### src/rtl/mem_access_stage_if.sv
// Data-memory request/ready bus between the MEM stage (master) and memory (slave).
interface mem_access_stage_if;
  logic        mem_req;
  logic        mem_we;
  logic [31:0] mem_addr;
  logic [31:0] mem_wdata;
  logic [3:0]  mem_wstrb;
  logic        mem_ready;
  logic [31:0] mem_rdata;

  modport master (
    output mem_req, mem_we, mem_addr, mem_wdata, mem_wstrb,
    input  mem_ready, mem_rdata
  );

  modport slave (
    input  mem_req, mem_we, mem_addr, mem_wdata, mem_wstrb,
    output mem_ready, mem_rdata
  );
endinterface

### src/rtl/mem_access_stage.sv
// Pipeline MEM stage: one op per handshake, sub-word load/store steering,
// bus timeout, one-cycle result pulse toward MEM/WB.
//
// state | meaning
// IDLE  | in_ready=1, waiting for an op
// BUSY  | mem_req held, waiting for mem_ready or timeout
// RESP  | out_valid pulse, op results presented
module mem_access_stage #(
  parameter int TIMEOUT_CYCLES = 16
) (
  input  logic        clk,
  input  logic        reset,
  input  logic        in_valid,
  output logic        in_ready,
  input  logic [1:0]  control_mem_in,
  input  logic [1:0]  control_wb_in,
  input  logic [2:0]  funct3_in,
  input  logic [31:0] alu_result_in,
  input  logic [31:0] write_data_in,
  input  logic [4:0]  write_reg_in,
  mem_access_stage_if.master bus,
  output logic        out_valid,
  output logic [1:0]  control_wb_out,
  output logic [31:0] read_data,
  output logic [31:0] alu_result_out,
  output logic [4:0]  write_reg_out,
  output logic        misalign_err,
  output logic        bus_err
);

  localparam int CW = (TIMEOUT_CYCLES > 2) ? $clog2(TIMEOUT_CYCLES) : 1;
  localparam logic [CW-1:0] CNT_LOAD = CW'(TIMEOUT_CYCLES - 1);

  typedef enum logic [1:0] {IDLE, BUSY, RESP} state_t;

  state_t      state_q, state_d;
  logic [CW-1:0] cnt_q, cnt_d;
  logic [2:0]  funct3_q, funct3_d;
  logic        is_load_q, is_load_d;
  logic [1:0]  wb_q, wb_d;
  logic        mis_q, mis_d;
  logic        berr_q, berr_d;
  logic [31:0] read_data_q, read_data_d;
  logic [31:0] alu_q, alu_d;
  logic [4:0]  rd_q, rd_d;
  logic        req_q, req_d;
  logic        we_q, we_d;
  logic [31:0] addr_q, addr_d;
  logic [31:0] wdata_q, wdata_d;
  logic [3:0]  wstrb_q, wstrb_d;

  logic        is_load_in, is_store_in, is_byte_in, is_half_in, misalign_in;
  logic [1:0]  off_in;
  logic [3:0]  wstrb_in;
  logic [31:0] wdata_in;
  logic [7:0]  byte_sel;
  logic [15:0] half_sel;
  logic [31:0] load_ext;

  // memread wins when both control bits are set; unknown funct3 falls to word size
  assign off_in      = alu_result_in[1:0];
  assign is_load_in  = control_mem_in[1];
  assign is_store_in = control_mem_in[0] & ~control_mem_in[1];
  assign is_byte_in  = (funct3_in[1:0] == 2'b00);
  assign is_half_in  = (funct3_in[1:0] == 2'b01);
  assign misalign_in = (is_load_in | is_store_in) &
                       (is_half_in ? off_in[0] : (!is_byte_in && off_in != 2'b00));

  always_comb begin
    wstrb_in = 4'h0;
    wdata_in = write_data_in;
    if (is_store_in) begin
      if (is_byte_in) begin
        wstrb_in = 4'b0001 << off_in;
        wdata_in = {4{write_data_in[7:0]}};
      end else if (is_half_in) begin
        wstrb_in = 4'b0011 << off_in;
        wdata_in = {2{write_data_in[15:0]}};
      end else begin
        wstrb_in = 4'hF;
      end
    end
  end

  always_comb begin
    byte_sel = bus.mem_rdata[{alu_q[1:0], 3'b000} +: 8];
    half_sel = alu_q[1] ? bus.mem_rdata[31:16] : bus.mem_rdata[15:0];
    load_ext = bus.mem_rdata;
    if (funct3_q[1:0] == 2'b00) begin
      load_ext = {{24{~funct3_q[2] & byte_sel[7]}}, byte_sel};
    end else if (funct3_q[1:0] == 2'b01) begin
      load_ext = {{16{~funct3_q[2] & half_sel[15]}}, half_sel};
    end
  end

  always_comb begin
    state_d     = state_q;
    cnt_d       = cnt_q;
    funct3_d    = funct3_q;
    is_load_d   = is_load_q;
    wb_d        = wb_q;
    mis_d       = mis_q;
    berr_d      = berr_q;
    read_data_d = read_data_q;
    alu_d       = alu_q;
    rd_d        = rd_q;
    req_d       = req_q;
    we_d        = we_q;
    addr_d      = addr_q;
    wdata_d     = wdata_q;
    wstrb_d     = wstrb_q;
    case (state_q)
      IDLE: begin
        if (in_valid) begin
          alu_d       = alu_result_in;
          rd_d        = write_reg_in;
          funct3_d    = funct3_in;
          is_load_d   = is_load_in;
          read_data_d = 32'h0;
          berr_d      = 1'b0;
          mis_d       = misalign_in;
          wb_d        = misalign_in ? 2'b00 : control_wb_in;
          if ((is_load_in | is_store_in) && !misalign_in) begin
            req_d   = 1'b1;
            we_d    = is_store_in;
            addr_d  = {alu_result_in[31:2], 2'b00};
            wdata_d = wdata_in;
            wstrb_d = wstrb_in;
            cnt_d   = CNT_LOAD;
            state_d = BUSY;
          end else begin
            state_d = RESP;
          end
        end
      end
      BUSY: begin
        if (bus.mem_ready) begin
          req_d   = 1'b0;
          we_d    = 1'b0;
          if (is_load_q) read_data_d = load_ext;
          state_d = RESP;
        end else if (cnt_q == '0) begin
          req_d   = 1'b0;
          we_d    = 1'b0;
          berr_d  = 1'b1;
          wb_d    = 2'b00;
          state_d = RESP;
        end else begin
          cnt_d = cnt_q - 1'b1;
        end
      end
      RESP:    state_d = IDLE;
      default: state_d = IDLE;
    endcase
  end

  always_ff @(posedge clk) begin
    if (reset) begin
      state_q     <= IDLE;
      cnt_q       <= '0;
      funct3_q    <= 3'b000;
      is_load_q   <= 1'b0;
      wb_q        <= 2'b00;
      mis_q       <= 1'b0;
      berr_q      <= 1'b0;
      read_data_q <= 32'h0;
      alu_q       <= 32'h0;
      rd_q        <= 5'd0;
      req_q       <= 1'b0;
      we_q        <= 1'b0;
      addr_q      <= 32'h0;
      wdata_q     <= 32'h0;
      wstrb_q     <= 4'h0;
    end else begin
      state_q     <= state_d;
      cnt_q       <= cnt_d;
      funct3_q    <= funct3_d;
      is_load_q   <= is_load_d;
      wb_q        <= wb_d;
      mis_q       <= mis_d;
      berr_q      <= berr_d;
      read_data_q <= read_data_d;
      alu_q       <= alu_d;
      rd_q        <= rd_d;
      req_q       <= req_d;
      we_q        <= we_d;
      addr_q      <= addr_d;
      wdata_q     <= wdata_d;
      wstrb_q     <= wstrb_d;
    end
  end

  assign in_ready       = (state_q == IDLE);
  assign out_valid      = (state_q == RESP);
  assign control_wb_out = out_valid ? wb_q : 2'b00;
  assign misalign_err   = out_valid & mis_q;
  assign bus_err        = out_valid & berr_q;
  assign read_data      = read_data_q;
  assign alu_result_out = alu_q;
  assign write_reg_out  = rd_q;

  assign bus.mem_req   = req_q;
  assign bus.mem_we    = we_q;
  assign bus.mem_addr  = addr_q;
  assign bus.mem_wdata = wdata_q;
  assign bus.mem_wstrb = wstrb_q;

endmodule
### src/flat_wrapper.sv
// flat-port wrapper written by rule: the top's interface ports become plain ports
module mem_access_stage_flat 
#(
  parameter int TIMEOUT_CYCLES = 16
)
  (clk, reset, in_valid, in_ready, control_mem_in, control_wb_in, funct3_in, alu_result_in, write_data_in, write_reg_in, out_valid, control_wb_out, read_data, alu_result_out, write_reg_out, misalign_err, bus_err, bus_mem_req, bus_mem_we, bus_mem_addr, bus_mem_wdata, bus_mem_wstrb, bus_mem_ready, bus_mem_rdata);
  mem_access_stage_if bus_i ();
  input  logic clk;
  input  logic reset;
  input  logic in_valid;
  output logic in_ready;
  input  logic [1:0] control_mem_in;
  input  logic [1:0] control_wb_in;
  input  logic [2:0] funct3_in;
  input  logic [31:0] alu_result_in;
  input  logic [31:0] write_data_in;
  input  logic [4:0] write_reg_in;
  output logic out_valid;
  output logic [1:0] control_wb_out;
  output logic [31:0] read_data;
  output logic [31:0] alu_result_out;
  output logic [4:0] write_reg_out;
  output logic misalign_err;
  output logic bus_err;
  output wire logic [$bits(bus_i.mem_req)-1:0] bus_mem_req;
  output wire logic [$bits(bus_i.mem_we)-1:0] bus_mem_we;
  output wire logic [$bits(bus_i.mem_addr)-1:0] bus_mem_addr;
  output wire logic [$bits(bus_i.mem_wdata)-1:0] bus_mem_wdata;
  output wire logic [$bits(bus_i.mem_wstrb)-1:0] bus_mem_wstrb;
  input wire logic [$bits(bus_i.mem_ready)-1:0] bus_mem_ready;
  input wire logic [$bits(bus_i.mem_rdata)-1:0] bus_mem_rdata;
  assign bus_mem_req = bus_i.mem_req;
  assign bus_mem_we = bus_i.mem_we;
  assign bus_mem_addr = bus_i.mem_addr;
  assign bus_mem_wdata = bus_i.mem_wdata;
  assign bus_mem_wstrb = bus_i.mem_wstrb;
  assign bus_i.mem_ready = bus_mem_ready;
  assign bus_i.mem_rdata = bus_mem_rdata;
  mem_access_stage #(.TIMEOUT_CYCLES(TIMEOUT_CYCLES)) u_core (.clk(clk), .reset(reset), .in_valid(in_valid), .in_ready(in_ready), .control_mem_in(control_mem_in), .control_wb_in(control_wb_in), .funct3_in(funct3_in), .alu_result_in(alu_result_in), .write_data_in(write_data_in), .write_reg_in(write_reg_in), .bus(bus_i), .out_valid(out_valid), .control_wb_out(control_wb_out), .read_data(read_data), .alu_result_out(alu_result_out), .write_reg_out(write_reg_out), .misalign_err(misalign_err), .bus_err(bus_err));
endmodule
### config.mk
export PLATFORM = sky130hd
export DESIGN_NAME = mem_access_stage_flat
export DESIGN_NICKNAME = d
export VERILOG_FILES = /design/src/rtl/mem_access_stage_if.sv /design/src/rtl/mem_access_stage.sv /design/src/flat_wrapper.sv
export SDC_FILE = /design/constraint.sdc
export NUM_CORES = 1
export LEC_CHECK = 0
export BUFFER_PORTS_ARGS = -buffer_cell sky130_fd_sc_hd__buf_4
export CAP_MARGIN = 10
export CELL_PAD_IN_SITES_DETAIL_PLACEMENT = 2
export CELL_PAD_IN_SITES_GLOBAL_PLACEMENT = 2
export CORE_ASPECT_RATIO = 2
export CORE_MARGIN = 1
export CORE_UTILIZATION = 28
export CTS_BUF_LIST = sky130_fd_sc_hd__clkbuf_4 sky130_fd_sc_hd__clkbuf_8
export DETAILED_ROUTE_END_ITERATION = 8
export PLACE_DENSITY_LB_ADDON = 0.1
export SLEW_MARGIN = 15
export SYNTH_ARGS = -nofsm -noshare
export SYNTH_HDL_FRONTEND = slang
export SYNTH_SLANG_ARGS = --single-unit
### constraint.sdc
create_clock -name clk -period 1.9 [get_ports clk]
set_input_delay 0.38 -clock clk [delete_from_list [all_inputs] [get_ports clk]]
set_output_delay 0.38 -clock clk [all_outputs]
set_load 0.01 [all_outputs]
Word-level counts from Yosys, hierarchy flattened
Cells that the tools add are included.

Input bits: 112. Bits in registers: 151. Logic and storage cells: 99. Output and inout bits: 145.

Reductions and logical operators: 17. Shift-type cells: 3. $add $sub $neg: 1. Eq/ne operators: 12. Bitwise operators: 9. Multiplexer cells: 42.

Operators with widths (count): $mux W32 (8); $pmux W32 S2 (1); $shiftx A32 B6 Y8 (1); $mux W4 (7); $mux W2 (9); $mux W16 (1); $reduce_and A4 Y1 (3); $mux W1 (10); $ne A2 B2 Y1 const B (4); $pmux W2 S2 (2); $pmux W4 S2 (1); $and A1 B1 Y1 (6); $eq A2 B1 Y1 const B (3); $logic_not A2 Y1 (3); $ne A2 B1 Y1 const B (3); $pmux W1 S2 (3); $reduce_and A5 Y1 (1); $logic_not A4 Y1 (1); $reduce_and A2 Y1 (2); $reduce_bool A2 Y1 (2); $shl A1 B2 Y4 const A (1); $shl A2 B2 Y4 const A (1); $sub A4 B1 Y4 const B (1); $ne A3 B2 Y1 const B (1); 6 further kinds (9).

Depth between registers and ports, before layout
Word-level depth: 10. Depth in mapped cells: 9.

Worst setup path after synthesis
OpenSTA, ideal clock, no wires.

Kind: reg-to-reg. Start point: register u_core.alu_q[1], in the netlist u_core.alu_result_out[1]. End point: register u_core.read_data_q[26], in the netlist u_core.read_data[26]. Required time: 1.840 ns. Setup time: 0.060 ns. Setup slack: 0.196 ns. Period minus slack after synthesis: 1.704 ns. Buffers on the path: 2. Arrival: 1.644 ns. Stages on the path, launching flop included: 7. Cell sequence: dfxtp_1 > buf_6 > mux2i_1 > or4_4 > a211oi_4 > buf_6 > a221o_1.

Word-level cells in the longest chain between the ends: 7. Elaborated cells on any way between the ends: 9. Those cells by class: shift (1); mux (6); bitwise (2).

Ends and longest elaborated chain: start, declared (line mem_access_stage.sv:44) `logic [31:0] alu_q, alu_d;`; start signal, assigned (line mem_access_stage.sv:183) `alu_q <= alu_d;`; branches (longest 3 deep; another with $shiftx A32 B6 Y8); $mux W32 (*) (line mem_access_stage.sv:89) `if (funct3_q[1:0] == 2'b00) begin`; $mux W32 (*) (line mem_access_stage.sv:140) `if (is_load_q) read_data_d = load_ext;`; $mux W32 (*) (line mem_access_stage.sv:137) `if (bus.mem_ready) begin`; $pmux W32 S2 (*) (line mem_access_stage.sv:112) `case (state_q)`; end signal, assigned (line mem_access_stage.sv:182) `read_data_q <= read_data_d;`; end, declared (line mem_access_stage.sv:43) `logic [31:0] read_data_q, read_data_d;`.

Mark *: on every way between the ends. The select of a mux whose other input is x is not followed. A chain may end at the register's enable or synchronous reset.

Worst setup path after layout
Start point: register u_core.state_q[1]. End point: output port control_wb_out[0].

Word-level cells in the longest chain between the ends: 2.

Ends and longest elaborated chain: start, declared (line mem_access_stage.sv:36) `state_t state_q, state_d;`; start signal, assigned (line mem_access_stage.sv:175) `state_q <= state_d;`; $eq A2 B2 Y1 (line mem_access_stage.sv:194) `assign out_valid = (state_q == RESP);`; $mux W2 (line mem_access_stage.sv:195) `assign control_wb_out = out_valid ? wb_q : 2'b00;`; end, declared (line flat_wrapper.sv:19) `output logic [1:0] control_wb_out;`.

Every way passes these cells.

==> reports/summary.txt <==
Final #Nets - 1089
Library cells used by synthesis - 48
Hold Vio Cnt, Final - 0
Avg Inst Size Synth - 8.696 µm²
Non-Filler Instances - 1263
CP arrival - 1.43 ns
Final Slew Violations - 0
Fin crit share - 95.23%
CP required - 1.52 ns
Layout cells sized above 1 - 35.84%
Synth cell count leaders - nand2_1, dfxtp_1, a21oi_1
Fin worst setup slack - 0.09060 ns
P&R area growth vs syn - 44.18%
Status - complete, no violations
Overall Global Routing Usage - 23.50%
Ys flop type - dfxtp_1
Clock Tree Buf Depth - 2
Max-cap violations - 0
Number of vias per cell - 5.148
Worst min path class - primary input to register
Drt first-iter violations - 217
Max rail drop VDD - 0.6077 mV
Seq cells post-synth - 151
R2R depth - 6
Dpl ws - -0.07339 ns
Clock latency on the worst-skew pair - 0.48 ns
Worst-margin pin slew - 0.6724 ns
Pwr per Cell Area - 813.8 mW/mm²
Final Critical Period - 1.809 ns
Fill count - 2487
DRC - 0
Final core utilization - 41.20%
GPL Wtd Cong - 0.8811
RSZ-0062 raised after global routing - false
Top-count cell post-synth - nand2_1
Worst-path clk slew - 0.09 ns
ANT nets after route - 0
Post-synth top area cell - dfxtp_1
Initial antenna violation count - 2
Startpoint types - register
Vias in the first global route - 7167
Slew headroom - 55.17%
Max FO, Critical Path - 5
CTS tree - yes
FP Rows - 77
DIE WIDTH - 108.1 µm
Synth area leaders - dfxtp_1, nand2_1, a21oi_1
Area of the multi-input gates - 0.002992 mm²
Max Clock Skew - 0.01232 ns
CTS Hold Bufs - 0
Worst Hold Depth - 2
Peak Freq - 552.7 MHz
Post-synthesis sequential area ratio - 47.95%
Ys Warns - 0
Wire per inst - 21.40 µm
Cells after synthesis - 725
Asr flop ratio synth - 0%
Final HPWL DP - 21010 µm
H-tree depth - 4
Initial Util - 28.58%
Leakage - 3.845 nW
Final wirelength - 27020 µm
Post-synth EDFFs - 0
Synth top area share - 47.95%
1st-pass router iterations - 4
Global-route wire length before repair - 40450 µm
Storage element area - 0.003028 mm²
Die ar. - 0.02316 mm²
Clk sinks - 151
Via count - 6502
Final setup violating endpoints - 0
Crit path capture type - primary output
Num CTS Buffers - 17
PortBufs - 254
R2R Setup Slk - 0.15 ns
Grt ovf - 0
WS Path Type - register to primary output
Largest net degree at the start of global routing - 64
Mapped Area - 0.006305 mm²
Die Span Y - 214.2 µm
Clk root buf - clkbuf_8
Io pins - 257
Placed Cells incl. Taps - 1227
Core box area - 0.02206 mm²
==> through the flow <==
step                area [µm²]  power [W]  setup TNS (ns)  hold WS [ns]
floorplan                 6309   0.004135               0        0.4317
finish                    9090   0.007398               0        0.1199
CTS                       9040   0.007507               0       0.07501
global route              9090   0.007742               0       0.09151
global placement          8625   0.004846               0        0.4436
detailed placement        8625   0.004915          -1.058        0.4510
==> worst max-delay path, stage by stage (launching register included) <==
cell and delay, ns:
dfxtp_4 0.37, buf_4 0.11, nor2b_4 0.17, and2_1 0.15, buf_4 0.13
==> per-layer routing <==
metal | global-route usage, % | share of wire [%] | vias up
met5 | 0 | 0 | -
met4 | 13.74 | 4.9 | 0
met3 | 5.441 | 5.2 | 58
met2 | 45.63 | 57 | 208
met1 | 21.05 | 33 | 3204
li1 | - | - | 3032
==> placed cells by master, fill, tap and decap left out, drive strengths merged, types with 2 or more instances in the layout <==
cell type,count
o211ai,14
clkinv,6
and4b,2
or3,2
nand3,3
clkinvlp,5
mux2i,25
a22o,11
nor3,14
a21oi,100
buf,288
a221o,23
bufinv,2
and2,4
mux4,7
a2bb2oi,8
nand2b,3
dfxtp,151
ha,5
o22ai,16
nor3b,4
conb,2
clkbuf,21
diode,2
nor2b,3
o2bb2ai,7
a211oi,19
mux2,2
inv,13
nand2,185
nor2,28
==> where the power goes <==
group / total, W / switching [W] / internal (W)
sequential: 0.00343 / 0.000103 / 0.00333
combinational: 0.00141 / 0.000771 / 0.000642
clock: 0.00256 / 0.00130 / 0.00126
total: 0.00740 / 0.00217 / 0.00523
==> flip-flops by register name, summed over array words and instances, names as in the netlist <==
signal                 cells
u_core.bus.mem_addr       30
u_core.is_load_q           1
u_core.bus.mem_req         1
u_core.bus.mem_wstrb       4
u_core.bus.mem_we          1
u_core.cnt_q               4
u_core.state_q             2
u_core.wb_q                2
u_core.bus.mem_wdata      32
u_core.write_reg_out       5
u_core.read_data          32
u_core.berr_q              1
u_core.funct3_q            3
u_core.alu_result_out     32
u_core.mis_q               1
==> cell type report <==
class / count / share of cell area, %
antenna: 2 / 0.05506
multi-input combinational: 499 / 32.91
inverter: 14 / 0.5781
timing repair buffer: 289 / 24.93
tap: 276 / 3.799
sequential: 151 / 33.31
clock inverter: 12 / 1.390
clock buffer: 20 / 3.028
==> cell families (layout without fill, tap and decap cells) <==
family | after synthesis | in the layout | share of synthesized area (%)
other | 1 | 4 | 0.05948
adder cells (fa/ha/maj) | 5 | 5 | 0.9923
AND/OR/NAND/NOR | 252 | 252 | 16.75
AO/OA/AOI/OAI | 206 | 206 | 22.13
multiplexers | 34 | 34 | 6.827
flip-flops | 151 | 151 | 47.95
buffers and inverters | 76 | 335 | 5.299
==> timing repair <==
action	CTS	global route
gates cloned	0	1
buffers inserted	0	1
gates resized for setup	4	4
pin swaps	0	1
endpoints found under the setup margin	6	28
==> path summary, 6_finish.rpt <==
| kind | to | from |
|---|---|---|
| max | control_wb_out[0] | u_core.state_q[1] |
| min | u_core.wb_q[0] | control_wb_in[0] |
| max reg2reg | u_core.bus.mem_wdata[17] | u_core.state_q[1] |
| min reg2reg | u_core.bus.mem_wstrb[0] | u_core.bus.mem_wstrb[0] |
Note: power is estimated with default switching activity, not from simulation.
